--- src/rtl/spike_rate_if.sv ---
// spike_rate_if: spike input, enable and rate result handshake of the spike rate decoder
interface spike_rate_if;
    logic       enable;
    logic       spike;
    logic       rate_ready;
    logic       rate_valid;
    logic       overrun;
    logic [7:0] rate;
    logic [7:0] last_isi;
    modport master (
        input  enable, spike, rate_ready,
        output rate, rate_valid, last_isi, overrun
    );
    modport slave (
        output enable, spike, rate_ready,
        input  rate, rate_valid, last_isi, overrun
    );
endinterface

--- src/rtl/spike_rate_decoder.sv ---
// spike_rate_decoder: windowed spike counting with a valid/ready result and inter-spike interval
module spike_rate_decoder #(
    parameter int WINDOW_CYCLES = 256
) (
    input logic           clk,
    input logic           reset,
    spike_rate_if.master  bus
);
    typedef enum logic {IDLE, COUNT} state_t;
    localparam logic [15:0] LAST = 16'(WINDOW_CYCLES - 1);
    state_t      state;
    logic [15:0] win_cnt;
    logic [7:0]  spk_cnt;
    logic [7:0]  isi_cnt;
    logic        armed;
    logic [7:0]  spk_next;
    logic        win_end;
    logic        accept;
    always_comb begin
        spk_next = (bus.spike && spk_cnt != 8'hff) ? spk_cnt + 8'd1 : spk_cnt;
        win_end  = state == COUNT && bus.enable && win_cnt == LAST;
        accept   = bus.rate_valid && bus.rate_ready;
    end
    always_ff @(posedge clk) begin
        if (reset) begin
            state          <= IDLE;
            win_cnt        <= '0;
            spk_cnt        <= '0;
            isi_cnt        <= '0;
            armed          <= 1'b0;
            bus.rate       <= '0;
            bus.rate_valid <= 1'b0;
            bus.last_isi   <= '0;
            bus.overrun    <= 1'b0;
        end else begin
            // A finished window either lands in the output slot or is dropped as an overrun
            if (win_end) begin
                if (!bus.rate_valid || bus.rate_ready) begin
                    bus.rate       <= spk_next;
                    bus.rate_valid <= 1'b1;
                end else begin
                    bus.overrun    <= 1'b1;
                end
            end else if (accept) begin
                bus.rate_valid <= 1'b0;
            end
            case (state)
                IDLE: begin
                    if (bus.enable) begin
                        state   <= COUNT;
                        win_cnt <= '0;
                        spk_cnt <= '0;
                    end
                end
                default: begin
                    if (!bus.enable) begin
                        state   <= IDLE;
                        win_cnt <= '0;
                        spk_cnt <= '0;
                        isi_cnt <= '0;
                        armed   <= 1'b0;
                    end else begin
                        win_cnt <= win_end ? '0 : win_cnt + 16'd1;
                        spk_cnt <= win_end ? '0 : spk_next;
                        // isi_cnt holds the distance from the last spike to the current cycle
                        if (bus.spike) begin
                            if (armed) bus.last_isi <= isi_cnt;
                            armed   <= 1'b1;
                            isi_cnt <= 8'd1;
                        end else if (isi_cnt != 8'hff) begin
                            isi_cnt <= isi_cnt + 8'd1;
                        end
                    end
                end
            endcase
        end
    end
endmodule

--- src/flat_wrapper.sv ---
// flat-port wrapper written by rule: the top's interface ports become plain ports
module spike_rate_decoder_flat 
#(
    parameter int WINDOW_CYCLES = 256
)
  (clk, reset, bus_enable, bus_spike, bus_rate_ready, bus_rate, bus_rate_valid, bus_last_isi, bus_overrun);
  spike_rate_if bus_i ();
  input logic clk;
  input logic reset;
  input wire logic [$bits(bus_i.enable)-1:0] bus_enable;
  input wire logic [$bits(bus_i.spike)-1:0] bus_spike;
  input wire logic [$bits(bus_i.rate_ready)-1:0] bus_rate_ready;
  output wire logic [$bits(bus_i.rate)-1:0] bus_rate;
  output wire logic [$bits(bus_i.rate_valid)-1:0] bus_rate_valid;
  output wire logic [$bits(bus_i.last_isi)-1:0] bus_last_isi;
  output wire logic [$bits(bus_i.overrun)-1:0] bus_overrun;
  assign bus_i.enable = bus_enable;
  assign bus_i.spike = bus_spike;
  assign bus_i.rate_ready = bus_rate_ready;
  assign bus_rate = bus_i.rate;
  assign bus_rate_valid = bus_i.rate_valid;
  assign bus_last_isi = bus_i.last_isi;
  assign bus_overrun = bus_i.overrun;
  spike_rate_decoder #(.WINDOW_CYCLES(WINDOW_CYCLES)) u_core (.clk(clk), .reset(reset), .bus(bus_i));
endmodule
--- config.mk ---
export PLATFORM = sky130hd
export DESIGN_NAME = spike_rate_decoder_flat
export DESIGN_NICKNAME = d
export VERILOG_FILES = /design/src/rtl/spike_rate_if.sv /design/src/rtl/spike_rate_decoder.sv /design/src/flat_wrapper.sv
export SDC_FILE = /design/constraint.sdc
export NUM_CORES = 1
export LEC_CHECK = 0
export ABC_AREA = 0
export ABC_CLOCK_PERIOD_IN_PS = 2100
export CELL_PAD_IN_SITES_DETAIL_PLACEMENT = 1
export CELL_PAD_IN_SITES_GLOBAL_PLACEMENT = 2
export CORE_UTILIZATION = 30
export CTS_CLUSTER_DIAMETER = 50
export DETAILED_ROUTE_END_ITERATION = 8
export PLACE_DENSITY = 0.72
export SYNTH_ARGS = -nofsm -noshare
export SYNTH_HDL_FRONTEND = slang
export SYNTH_SLANG_ARGS = --single-unit
--- constraint.sdc ---
create_clock -name clk -period 2.1 [get_ports clk]
set_input_delay 0.315 -clock clk [delete_from_list [all_inputs] [get_ports clk]]
set_output_delay 0.315 -clock clk [all_outputs]
set_load 0.01 [all_outputs]
Word-level counts from Yosys, hierarchy flattened
Cells that the tools add are included.
{"block": "totals", "register_bits": 52, "in_bits": 5, "output_inout_bits": 18, "word_cells": 51}
{"block": "op_classes", "n_addsub": 3, "n_eq_ne": 6, "mux": 18, "bitwise": 1, "reduce_logical": 14}
{"op": "two-way mux 16 bit", "count": 4}
{"op": "two-way mux 8 bit", "count": 8}
{"op": "adder 16 x 1 -> 16 bit (second input constant)", "count": 1}
{"op": "adder 8 x 1 -> 8 bit (second input constant)", "count": 2}
{"op": "== test 16 x 8 -> 1 bit (second input constant)", "count": 1}
{"op": "!= test 8 bit (second input constant)", "count": 2}
{"op": "AND reduction 2 bit", "count": 5}
{"op": "two-way mux 1 bit", "count": 6}
{"op": "logical AND 1 bit", "count": 4}
{"op": "AND reduction 4 bit", "count": 1}
{"op": "nonzero test 2 bit", "count": 2}
{"op": "!= test 3 x 1 -> 1 bit (second input constant)", "count": 1}
{"op": "!= test 2 x 1 -> 1 bit (second input constant)", "count": 1}
{"op": "!= test 2 bit (second input constant)", "count": 1}
{"op": "logical NOT 1 bit", "count": 1}
{"op": "logical OR 1 bit", "count": 1}
{"op": "inverter 1 bit", "count": 1}

Logic depth before layout (Yosys ltp)
Gate-level depths: netlist of run 1.
{"block": "depth", "word_depth": 6, "ltp_mapped": 8, "ltp_nobuf": 6}

Worst setup path after synthesis of run 1
OpenSTA, ideal clock, no wires.
{"block": "synth_timing", "path_kind": "register to register", "start": "reg u_core.win_cnt[0]", "end": "reg u_core.win_cnt[11]", "t_arrival_ps": 1937, "slack_ps": 101, "path_stages_with_launch": 9, "path_buffers": 2, "cell_sequence": "dfxtp_1 ha_1 and3_1 and4_4 buf_6 or3_4 buf_6 or3_1 nand3_1"}
{"block": "synth_via", "elab_chain_cells": 5, "elab_cells_between_ends": 6, "cone_classes": "add/sub: 1; eq/ne: 1; mux: 3; reduce/logical: 1"}
{"item": "from (decl)", "line": "spike_rate_decoder.sv:12", "rtl": "logic [15:0] win_cnt;"}
{"item": "from (signal assigned)", "line": "spike_rate_decoder.sv:63", "rtl": "win_cnt <= win_end ? '0 : win_cnt + 16'd1;"}
{"item": "branches (longest 2 deep; another with adder 16 x 1 -> 16 bit)"}
{"item": "two-way mux 16 bit *", "line": "spike_rate_decoder.sv:63"}
{"item": "two-way mux 16 bit *", "line": "spike_rate_decoder.sv:56", "rtl": "if (!bus.enable) begin"}
{"item": "two-way mux 16 bit *", "line": "spike_rate_decoder.sv:47", "rtl": "case (state)"}
Mark *: on every way between the ends.
A chain may end at the register's enable or synchronous reset.

Worst setup path after layout of run 1
{"block": "layout_timing", "start": "reg u_core.win_cnt[0]", "end": "reg u_core.win_cnt[13]"}
The elaborated chain is that of the path after synthesis.

==> results of run 1 <==
## cell usage after synthesis (2+ instances only)
master,number
sky130_fd_sc_hd__nand2_1,47
sky130_fd_sc_hd__buf_6,2
sky130_fd_sc_hd__o31ai_1,2
sky130_fd_sc_hd__xnor2_1,7
sky130_fd_sc_hd__buf_2,2
sky130_fd_sc_hd__nor2_1,27
sky130_fd_sc_hd__nand2b_1,4
sky130_fd_sc_hd__nand4_1,5
sky130_fd_sc_hd__and3_1,4
sky130_fd_sc_hd__ha_1,3
sky130_fd_sc_hd__a21oi_1,31
sky130_fd_sc_hd__nor4_1,4
sky130_fd_sc_hd__nand3_1,24
sky130_fd_sc_hd__a22oi_1,2
sky130_fd_sc_hd__clkbuf_1,9
sky130_fd_sc_hd__dfxtp_1,52
sky130_fd_sc_hd__mux2_2,2
sky130_fd_sc_hd__and4_4,2
sky130_fd_sc_hd__or3_1,6
sky130_fd_sc_hd__xor2_1,5
sky130_fd_sc_hd__a22o_1,2
sky130_fd_sc_hd__and4_1,3
sky130_fd_sc_hd__inv_1,4
sky130_fd_sc_hd__a211oi_1,2
sky130_fd_sc_hd__nand4b_1,3
sky130_fd_sc_hd__a21o_1,2
sky130_fd_sc_hd__o211ai_1,4
sky130_fd_sc_hd__o21ai_0,9
sky130_fd_sc_hd__nor3_1,7
sky130_fd_sc_hd__nor2b_1,2
## worst max-delay path by stage
stage                    endpoint  slack [ps]              start
6_report       u_core.win_cnt[13]         160  u_core.win_cnt[0]
2_1_floorplan  u_core.win_cnt[11]         100  u_core.win_cnt[0]
4_1_cts        u_core.win_cnt[13]         100  u_core.win_cnt[0]
3_3_place_gp    u_core.isi_cnt[4]         170          bus_spike
5_1_grt        u_core.win_cnt[14]          30  u_core.win_cnt[0]
3_5_place_dp    u_core.isi_cnt[5]         110          bus_spike
## worst max-delay path: stages (launching register included)
cell and delay [ps]:
sky130_fd_sc_hd__dfxtp_1 360, sky130_fd_sc_hd__ha_1 260, sky130_fd_sc_hd__and3_1 210, sky130_fd_sc_hd__and4_4 180, sky130_fd_sc_hd__or3_4 410, sky130_fd_sc_hd__or3_1 370
sky130_fd_sc_hd__nand3_1 90
## per-layer routing
metal / global-route usage (%) / part of all wire (%) / up-vias
li1: - / - / 1108
met1: 20.41 / 49 / 1051
met2: 27.88 / 48 / 24
met3: 2.764 / 2.1 / 6
met4: 3.571 / 1.0 / 0
met5: 0 / 0 / -
## power by group through the flow
| stage | Combinational [mW] | Clock, mW | Sequential [mW] |
|---|---|---|---|
| 2_1_floorplan | 0.0520 | 0 | 1.02 |
| 3_3_place_gp | 0.0929 | 0 | 1.02 |
| 3_5_place_dp | 0.0946 | 0 | 1.02 |
| 4_1_cts | 0.0949 | 0.649 | 0.996 |
| 5_1_grt | 0.102 | 0.680 | 0.997 |
| 6_report | 0.0928 | 0.612 | 0.996 |
## metrics by stage
stage	setup WS [ps]	cell area [sq um]
2_1_floorplan	101.0	2397
3_3_place_gp	171.0	2826
3_5_place_dp	111.7	2826
4_1_cts	101.2	2923
5_1_grt	28.77	2923
6_report	157.5	2923
## cell families (layout without fill, tap and decap cells)
group / after synthesis / count (layout) / synth area share (%)
flops: 52 / 52 / 43.42
fa+ha+maj: 3 / 3 / 1.566
xor+xnor: 12 / 12 / 4.384
mux: 3 / 3 / 1.357
compound gates: 62 / 62 / 15.50
simple gates: 146 / 146 / 30.38
buf+inv: 17 / 51 / 3.392
## repair_timing
action / in CTS / in global routing
endpoints found under the hold margin: 0 / 0
endpoints found under the setup margin: 0 / 1
gates resized for setup: 0 / 0
## area by class of cell
type	instances	share of cell area, %
Inverter	4	0.5137
Clock buffer	7	3.296
Multi-Input combinational cell	226	43.62
Sequential cell	52	35.62
Timing Repair Buffer	40	12.59
Tap cell	102	4.366
## sequential cells by signal, indices dropped and copies added (netlist names)
name and cells:
u_core.bus.rate 8, u_core.bus.rate_valid 1, u_core.bus.overrun 1, u_core.state 1, u_core.isi_cnt 8, u_core.armed 1
u_core.bus.last_isi 8, u_core.win_cnt 16, u_core.spk_cnt 8
==> results.ini, run 1 <==
[grt]
grt_util_all_layers_pct = 15.98
grt_overflow_total = 0
grt_antenna_before_repair = 0
grt_start_max_net_pins = 18
grt_pass1_wl_mm = 10.85
grt_pass1_vias = 2274

[power]
power-per-cell-area_nw_per_um2 = 581.9
combinationalPowerShare_pct = 5.5
leakage_power_total_nw = 0.9752
p_int_mw = 1.323
power.total_mw = 1.701
netSwitchingPower_mw = 0.3782
worst_vdd_ir_uv = 295.3
power.share.sequential_pct = 58.5
switching_share_pct = 22.24
share_clk_of_total_power_pct = 36.0

[route]
avgRoutedWirePerCell_um = 14.37
post_drt_via_cell_ratio = 5.079
finalWirelength_mm = 6.192
first_pass_iters = 4
remaining_design_rule_violation_count = 0
drt_first_iter_violations = 49
antenna_left = 0
via_count = 2189

[finish]
fill_count = 935
finalCoreUtilization_pct = 37.82
area.growth.synth_to_final_pct = 21.92
drive_gt1_share_pct = 9.726
fin_nets = 337
antenna-diode-count = 0
top_library_cells_by_usage_in_the_layout_fill_and_taps_aside = sky130_fd_sc_hd__dfxtp_1, sky130_fd_sc_hd__nand2_1, sky130_fd_sc_hd__a21oi_1
non_filler_instances = 431
register_area_sq_um = 1041
multi_input_comb_area_sq_um = 1275
final_common_cell = sky130_fd_sc_hd__dfxtp_1

[setup_path]
worst_r2r_path_depth = 6
cp-start-kind = flip-flop
crit_required_ps = 2340
reg2reg_from = u_core.win_cnt[0]
end_of_the_worst_register_to_register_path = u_core.win_cnt[13]
setup.worst_path.end_class = flip-flop
critical_path.max_fanout = 11
r2r_slack_ps = 160
setup.worst_path.class = reg2reg
worst_ep_arrival_time_ps = 2180

[logic_synthesis]
synth_area_leaders = sky130_fd_sc_hd__dfxtp_1, sky130_fd_sc_hd__nand2_1, sky130_fd_sc_hd__a21oi_1, sky130_fd_sc_hd__nand3_1, sky130_fd_sc_hd__nor2_1
synth-seq-cells = 52
synth.lib_cells_used.distinct = 47
synth.net_count = 303
synth-edff-count = 0
syn-cell-area_sq_um = 2397
synth.yosys.warnings = 0
synth_top_area_share_pct = 43.42
synthArstFlopShare_pct = 0
synth_top_area_cell = sky130_fd_sc_hd__dfxtp_1
number_of_instances_in_the_synthesized_netlist = 295
synth_sequential_area_ratio_pct = 43.42
dominantRegCellSynth = sky130_fd_sc_hd__dfxtp_1
syn_area_per_cell_sq_um = 8.126

[timing]
max_slew.worst_pin.slew_ps = 476.2
worst_hold_slack_ps = 459.0
max_slew_margin_pct = 67.92
min_period_over_period_pct = 92.50
max_clock_freq_mhz = 514.8
layout_min_cycle_time_ps = 1943
final-max-slew-violation-count = 0
setup_violations = 0
rsz0062_at_grt = false
finalHoldViolCount = 0
clock-skew-final_ps = 10.10
timing.setup.tns_ps = 0

[clock_network]
worstSkewPairLatency_ps = 300
cts-hold-fix-buffers = 0
tritoncts = built
h_tree_depth_reported_by_cts = 2
cts_root_buf = sky130_fd_sc_hd__clkbuf_8
cts.clk_slew.worst_paths_ps = 90
clock_sink_count = 52
buffers_inserted_during_post_cts_setup_optimization = 0
cts.path.max_buffers = 2
tritoncts.num_buffers = 5

[die]
die_area_sq_um = 8352
chipHeight_um = 91.39
placeableCoreArea_sq_um = 7727
initial_utilization_pct = 31.02
placementRows = 32
chipWidth_um = 91.39
pin_count = 23

[min_path]
worstHoldEndpoint = u_core.bus.last_isi[0]
start_point_of_the_worst_min_delay_path = u_core.bus.last_isi[0]
worst_hold_stages = 2
worst_hold_path_type = reg2reg

[placement]
io_buffers = 22
dp_hpwl_mm = 4.478
routabilityCongestion = 0.8093
dp.cells = 424

[run_status]
run_status = completed

[flow_run]
maxCapViolations = 0

Power figures use the tool's default switching activity.
==> inputs of run 2 (changes only) <==
Settings changed: GPL_ROUTABILITY_DRIVEN set to 1, SLEW_MARGIN set to 20.
==> results of run 2 <==
No change in the layout: final DEF, timing and power equal those of run 1.
